$ cat config.mk
export PLATFORM = sky130hd
export DESIGN_NAME = jescpu_core
export DESIGN_NICKNAME = d
export VERILOG_FILES = /design/src/rtl/jescpu_pkg.sv /design/src/rtl/jescpu_alu.sv /design/src/rtl/jescpu_core.sv
export SDC_FILE = /design/constraint.sdc
export NUM_CORES = 1
export LEC_CHECK = 0
export CORE_MARGIN = 3
export CORE_UTILIZATION = 60
export DETAILED_ROUTE_END_ITERATION = 8
export GPL_ROUTABILITY_DRIVEN = 1
export GPL_TIMING_DRIVEN = 1
export PLACE_DENSITY = 0.88
export SLEW_MARGIN = 25
export SYNTH_ARGS = -nofsm -noshare
export SYNTH_HDL_FRONTEND = slang
export SYNTH_HIERARCHICAL = 1
export SYNTH_SLANG_ARGS = --single-unit
$ cat constraint.sdc
create_clock -name clk -period 4.1 [get_ports clk]
set_clock_uncertainty 0.05 [all_clocks]
set_input_delay 0.615 -clock clk [delete_from_list [all_inputs] [get_ports clk]]
set_output_delay 0.615 -clock clk [all_outputs]
set_load 0.02 [all_outputs]
$ cat src/rtl/jescpu_pkg.sv
// Shared opcodes, state encoding and decode helpers for the jescpu core.
// Optional single-step control is enabled with JESCPU_SINGLE_STEP_EN.
package jescpu_pkg;

   localparam logic [3:0] OP_NOP  = 4'h0;
   localparam logic [3:0] OP_LD   = 4'h1;
   localparam logic [3:0] OP_ST   = 4'h2;
   localparam logic [3:0] OP_ADD  = 4'h3;
   localparam logic [3:0] OP_SUB  = 4'h4;
   localparam logic [3:0] OP_NAND = 4'h5;
   localparam logic [3:0] OP_LDI  = 4'h6;
   localparam logic [3:0] OP_JMP  = 4'h7;
   localparam logic [3:0] OP_JZ   = 4'h8;
   localparam logic [3:0] OP_JC   = 4'h9;
   localparam logic [3:0] OP_OUT  = 4'hA;
   localparam logic [3:0] OP_HLT  = 4'hF;

   typedef enum logic [2:0] {
      S_FETCH_OP,
      S_FETCH_A1,
      S_FETCH_A2,
      S_MEM_RD,
      S_EXEC,
      S_STORE,
      S_HALT
   } state_t;

   // Opcodes that read a memory operand into tmp before EXEC.
   function automatic logic needs_rd(input logic [3:0] op);
      return (op == OP_LD) || (op == OP_ADD) ||
             (op == OP_SUB) || (op == OP_NAND);
   endfunction

endpackage

$ cat src/rtl/jescpu_alu.sv
// Combinational accumulator ALU for LD/ADD/SUB/NAND.
// Carry is only meaningful for ADD and SUB.
module jescpu_alu
   import jescpu_pkg::*;
#(
   parameter int DATA_W = 8
) (
   input  logic [DATA_W-1:0] a,
   input  logic [DATA_W-1:0] tmp,
   input  logic [3:0]        op,
   output logic [DATA_W-1:0] result,
   output logic              carry,
   output logic              zero
);

   logic [DATA_W:0] sum;

   // Result/carry selection per opcode.
   always_comb begin
      sum    = {1'b0, a} + {1'b0, tmp};
      result = a;
      carry  = 1'b0;
      unique case (op)
         OP_LD:   result = tmp;
         OP_ADD:  {carry, result} = sum;
         OP_SUB: begin
            result = a - tmp;
            carry  = (a >= tmp);
         end
         OP_NAND: result = ~(a & tmp);
         default: result = a;
      endcase
      zero = (result == '0);
   end

endmodule

$ cat src/rtl/jescpu_core.sv
// Multi-cycle accumulator CPU: 3-word fetch over a req/ready bus.
// JESCPU_SINGLE_STEP_EN adds step/run inputs for instruction stepping.
module jescpu_core
   import jescpu_pkg::*;
#(
   parameter int DATA_W   = 8,
   parameter int ADDR_W   = 8,
   parameter int NUM_OUT  = 4,
   parameter int RESET_PC = 0
) (
   input  logic                      clk,
   input  logic                      rst_n,
`ifdef JESCPU_SINGLE_STEP_EN
   input  logic                      step,
   input  logic                      run,
`endif
   output logic                      mem_req,
   output logic                      mem_we,
   output logic [ADDR_W-1:0]         mem_addr,
   output logic [DATA_W-1:0]         mem_wdata,
   input  logic [DATA_W-1:0]         mem_rdata,
   input  logic                      mem_ready,
   output logic [NUM_OUT*DATA_W-1:0] out_ports,
   output logic                      halted,
   output logic [ADDR_W-1:0]         pc_dbg
);

   state_t              state_q, state_d;
   logic [ADDR_W-1:0]   pc_q, pc_d;
   logic [DATA_W-1:0]   a_q, a_d;
   logic                z_q, z_d, c_q, c_d;
   logic [3:0]          op_q, op_d;
   logic [DATA_W-1:0]   op1_q, op1_d, op2_q, op2_d;
   logic [DATA_W-1:0]   tmp_q, tmp_d;
   logic [DATA_W-1:0]   outs_q [NUM_OUT];
   logic [DATA_W-1:0]   outs_d [NUM_OUT];
   logic                req_q, req_d, we_q, we_d;
   logic [ADDR_W-1:0]   addr_q, addr_d;
   logic [DATA_W-1:0]   wdata_q, wdata_d;
   logic [DATA_W-1:0]   alu_res;
   logic                alu_c, alu_z;
   logic                done;
   logic                go;

`ifdef JESCPU_SINGLE_STEP_EN
   logic step_q;

   // Edge register: a rising step edge releases one instruction.
   always_ff @(posedge clk or negedge rst_n) begin
      if (!rst_n) step_q <= 1'b0;
      else        step_q <= step;
   end

   assign go = run | (step & ~step_q);
`else
   assign go = 1'b1;
`endif

   jescpu_alu #(.DATA_W(DATA_W)) u_alu (
      .a      (a_q),
      .tmp    (tmp_q),
      .op     (op_q),
      .result (alu_res),
      .carry  (alu_c),
      .zero   (alu_z)
   );

   assign done      = req_q & mem_ready;
   assign mem_req   = req_q;
   assign mem_we    = we_q;
   assign mem_addr  = addr_q;
   assign mem_wdata = wdata_q;
   assign halted    = (state_q == S_HALT);
   assign pc_dbg    = pc_q;

   for (genvar k = 0; k < NUM_OUT; k++) begin : g_out
      assign out_ports[k*DATA_W +: DATA_W] = outs_q[k];
   end

   // Architectural state and registered bus outputs.
   always_ff @(posedge clk or negedge rst_n) begin
      if (!rst_n) begin
         state_q <= S_FETCH_OP;
         pc_q    <= ADDR_W'(RESET_PC);
         a_q     <= '0;
         z_q     <= 1'b0;
         c_q     <= 1'b0;
         op_q    <= '0;
         op1_q   <= '0;
         op2_q   <= '0;
         tmp_q   <= '0;
         req_q   <= 1'b0;
         we_q    <= 1'b0;
         addr_q  <= '0;
         wdata_q <= '0;
         for (int k = 0; k < NUM_OUT; k++) outs_q[k] <= '0;
      end else begin
         state_q <= state_d;
         pc_q    <= pc_d;
         a_q     <= a_d;
         z_q     <= z_d;
         c_q     <= c_d;
         op_q    <= op_d;
         op1_q   <= op1_d;
         op2_q   <= op2_d;
         tmp_q   <= tmp_d;
         req_q   <= req_d;
         we_q    <= we_d;
         addr_q  <= addr_d;
         wdata_q <= wdata_d;
         outs_q  <= outs_d;
      end
   end

   // Next-state, datapath and next-request logic.
   always_comb begin
      state_d = state_q;
      pc_d    = pc_q;
      a_d     = a_q;
      z_d     = z_q;
      c_d     = c_q;
      op_d    = op_q;
      op1_d   = op1_q;
      op2_d   = op2_q;
      tmp_d   = tmp_q;
      req_d   = req_q;
      we_d    = we_q;
      addr_d  = addr_q;
      wdata_d = wdata_q;
      outs_d  = outs_q;
      case (state_q)
         S_FETCH_OP: begin
            if (!req_q) begin
               req_d  = go;
               we_d   = 1'b0;
               addr_d = pc_q;
            end else if (done) begin
               op_d    = mem_rdata[3:0];
               pc_d    = pc_q + ADDR_W'(1);
               addr_d  = pc_d;
               state_d = S_FETCH_A1;
            end
         end
         S_FETCH_A1: begin
            if (done) begin
               op1_d   = mem_rdata;
               pc_d    = pc_q + ADDR_W'(1);
               addr_d  = pc_d;
               state_d = S_FETCH_A2;
            end
         end
         S_FETCH_A2: begin
            if (done) begin
               op2_d = mem_rdata;
               pc_d  = pc_q + ADDR_W'(1);
               if (needs_rd(op_q)) begin
                  addr_d  = op1_q[ADDR_W-1:0];
                  state_d = S_MEM_RD;
               end else begin
                  req_d   = 1'b0;
                  state_d = S_EXEC;
               end
            end
         end
         S_MEM_RD: begin
            if (done) begin
               tmp_d   = mem_rdata;
               req_d   = 1'b0;
               state_d = S_EXEC;
            end
         end
         S_EXEC: begin
            case (op_q)
               OP_LD, OP_NAND: begin
                  a_d = alu_res;
                  z_d = alu_z;
               end
               OP_ADD, OP_SUB: begin
                  a_d = alu_res;
                  z_d = alu_z;
                  c_d = alu_c;
               end
               OP_LDI: begin
                  a_d = op1_q;
                  z_d = (op1_q == '0);
               end
               OP_JMP: pc_d = op1_q[ADDR_W-1:0];
               OP_JZ:  if (z_q) pc_d = op1_q[ADDR_W-1:0];
               OP_JC:  if (c_q) pc_d = op1_q[ADDR_W-1:0];
               OP_OUT: begin
                  for (int k = 0; k < NUM_OUT; k++)
                     if (op2_q == DATA_W'(k)) outs_d[k] = a_q;
               end
               default: ;
            endcase
            if (op_q == OP_ST) begin
               req_d   = 1'b1;
               we_d    = 1'b1;
               addr_d  = op1_q[ADDR_W-1:0];
               wdata_d = a_q;
               state_d = S_STORE;
            end else if (op_q == OP_HLT) begin
               state_d = S_HALT;
            end else begin
               req_d   = go;
               we_d    = 1'b0;
               addr_d  = pc_d;
               state_d = S_FETCH_OP;
            end
         end
         S_STORE: begin
            if (done) begin
               req_d   = go;
               we_d    = 1'b0;
               addr_d  = pc_q;
               state_d = S_FETCH_OP;
            end
         end
         default: begin
            req_d = 1'b0;
            we_d  = 1'b0;
         end
      endcase
   end

endmodule

==> summary.md <==
| Metric | Value |
|---|---|
| Outcome | completed |
| PostCTS Resize Cnt | 0 |
| Final worst-path cycle share | 77.2% |
| Busiest grt layer | met2 |
| Share of cells above drive strength 1 | 17.6% |
| Met3 Use GR | 7.99% |
| Utilization after layout | 70.2% |
| Root Buffer | clkbuf_8 |
| Worst hold path type | in -> async |
| Filler cell count | 779 |
| Post-synthesis async set-or-reset flop share | 100% |
| Crit path required time | 4370 ps |
| Initial core utilization | 61.9% |
| Adder-Cell Fraction of Synth Area | 4.13% |
| Yosys cell types | 83 |
| Overall Global Routing Usage | 32.7% |
| Antenna Nets Post-Route | 0 |
| Synth top area cells | dfrtp_1, mux2_2, ha_1 |
| Worst Tran Pin Value | 931 ps |
| Worst-Skew Late Latency | 390 ps |
| Max VDD drop | 746 uV |
| Mapped Area | 0.00641 mm2 |
| CTS max path bufs | 2 |
| Hold buffer count at CTS | 0 |
| CTS tree | built |
| Largest family of logic cells by synthesized area | compound AO/OA/AOI/OAI gates |
| Diode count | 0 |
| Row count | 37 |
| Core area | 0.0104 mm2 |
| Syn_nets | 675 |
| Worst Setup Start Kind | flop |
| Leak | 3.07 nW |
| Synthesis-stage register bit count | 99 |
| Biggest area consumer among synthesized cells | dfrtp_1 |
| GPL Wtd Cong | 0.977 |
| H-tree levels | 3 |
| Commonest cells after routing, fill and taps aside | dfrtp_1, mux2_2, clkdlybuf4s50_1 |
| Ys Warns | 6 |
| Crit Path Category | reg -> reg |
| Simple-gate portion of the synthesized area | 14.6% |
| Reg2reg end | z_q |
| Critical Path AT | 3430 ps |
| Post-synthesis mux area share | 15.2% |
| F_max | 316 MHz |
| Worst rel slew slack | 37.8% |
| FF-to-FF Start | a_q[4] |
| Number of global-route vias before repair | 5465 |
| Largest net degree at the start of global routing | 80 |
| Die width | 109 um |
| RSZ-0062 raised after global routing | no |
| First-pass GRT wire length | 30.0 mm |
| CTS buffer count | 9 |
| Synth-to-Final Area Change | 13.4% |
| Drt first pass iters | 6 |
| Min Clock Period, post-route | 3160 ps |
| # IOs | 70 |
| Die area | 0.0120 mm2 |
| Clk slew on worst S/H paths | 110 ps |
| I/O Buffers | 69 |
| Synth Area in Compound Gates | 20.9% |
| Hold WS | 201 ps |
| Setup TNS Final | 0 ps |
| Final-report hold violation count | 0 |
| DR DRC count | 0 |
| Pwr Density | 785 mW/mm2 |
| DRT iter0 DRCs | 701 |
| Slew Limit Fails | 0 |
| Num Clock Sinks | 99 |
| XOR/XNOR share of the synthesized area | 1.09% |
| GR Layer Usage met2 | 51.1% |
| Total congestion overflow | 0 |
| Post-synth EDFFs | 0 |
| Seq/Total Area, Yosys | 38.6% |
| Avg Cell Area, Syn | 9.96 um2 |
| Nets@finish | 725 |
| Die Height | 109 um |
| Ys flop type | dfrtp_1 |
| GRT met1 Usage | 46.3% |
| Wirelength per Cell | 22.6 um |
| R2R depth | 11 |
| Share of the synthesized area in the top cell type | 38.6% |
| Worst Path Max Fanout | 10 |
| Drt via density | 6.79 |
| Final WL | 18.9 mm |
| Synth Instances | 644 |
| Via count | 5660 |
| Initial antenna violation count | 0 |
| Crit. End Element | flop |
| DP HPWL | 13.8 mm |
| Post-CTS setup buffers | 0 |
| Most common cell after layout, fill and taps aside | dfrtp_1 |
| R2R setup slack | 940 ps |
| Max-cap violations | 0 |
| # setup viols final | 0 |
## per-stage QoR
step / instance area, um2 / cells / setup WS, ps / total power, mW
2_1_floorplan: 6410 / 644 / 1370 / 4.11
3_3_place_gp: 7100 / 819 / 1040 / 4.91
3_5_place_dp: 7100 / 819 / 854 / 5.02
4_1_cts: 7270 / 834 / 1010 / 5.62
5_1_grt: 7280 / 834 / 689 / 6.07
6_report: 7280 / 834 / 937 / 5.71
## routing by layer
layer,up-vias,routed length (um)
met5,-,0
met4,0,368
met3,49,1880
met2,336,8830
met1,2784,7780
li1,2491,-
## area by class of cell
type | count | area [um2] | share of cell area, %
inverter | 35 | 131 | 1.81
clock inverter | 6 | 48.8 | 0.671
timing repair buffer | 75 | 737 | 10.1
multi-input combinational | 474 | 3590 | 49.3
clock buffer | 9 | 124 | 1.70
sequential | 99 | 2480 | 34.0
tap | 136 | 170 | 2.34
## cells in the mapped netlist, drive strengths merged (4+ instances only)
master / n
dfrtp: 99
mux2: 71
nand2: 55
o21ai: 39
inv: 35
nor2: 34
a21oi: 33
clkbuf: 20
ha: 18
mux2i: 17
buf: 16
nor2b: 14
nor3: 14
o211ai: 14
nand2b: 12
nand3: 12
a221oi: 10
a31oi: 8
o221ai: 8
a22oi: 7
a32oi: 7
and2: 6
o21a: 6
o22ai: 6
xnor2: 6
a211oi: 5
a221o: 5
nor4: 5
o32a: 5
and3: 4
nand4: 4
## power by group
part | total (mW) | switching [mW] | internal [mW] | leakage [nW]
sequential | 1.98 | 0.714 | 1.27 | 1.29
combinational | 3.14 | 1.75 | 1.39 | 1.69
clock | 0.592 | 0.366 | 0.226 | 0.0893
total | 5.71 | 2.83 | 2.88 | 3.07
## cell families after synthesis
family                   Yosys count
flip-flops                        99
buffers and inverters             71
adder cells (fa/ha/maj)           20
AO/OA/AOI/OAI                    187
AND/OR/NAND/NOR                  171
XOR/XNOR                           8
multiplexers                      88
## worst max-delay path by stage
stage | start | endpoint | slack [ps] | cells after the start
5_1_grt | a_q[4] | z_q | 690 | 11
3_3_place_gp | mem_ready | pc_dbg[0] | 1040 | 7
6_report | a_q[4] | z_q | 940 | 11
4_1_cts | a_q[4] | z_q | 1010 | 11
3_5_place_dp | mem_ready | pc_dbg[0] | 850 | 7
2_1_floorplan | a_q[0] | z_q | 1370 | 12
## sequential cells by signal, summed over array words and instances (netlist names), 4 cells and up
| register | cells |
|---|---|
| mem_wdata | 8 |
| a_q | 8 |
| out_ports | 32 |
| op2_q | 8 |
| op1_q | 8 |
| tmp_q | 8 |
| mem_addr | 8 |
| op_q | 4 |
| pc_dbg | 8 |
## worst max-delay path, cell delays in order, from the launching register on
cell      delay (ps)
dfrtp_1          550
ha_1             540
inv_1            170
a221oi_1         350
o41ai_1          180
xnor2_1          170
o22ai_1          140
o32a_1           340
nor4_2           240
nor2b_1          150
a31oi_1           50
o21ai_0          160
Power figures use the tool's default switching activity.
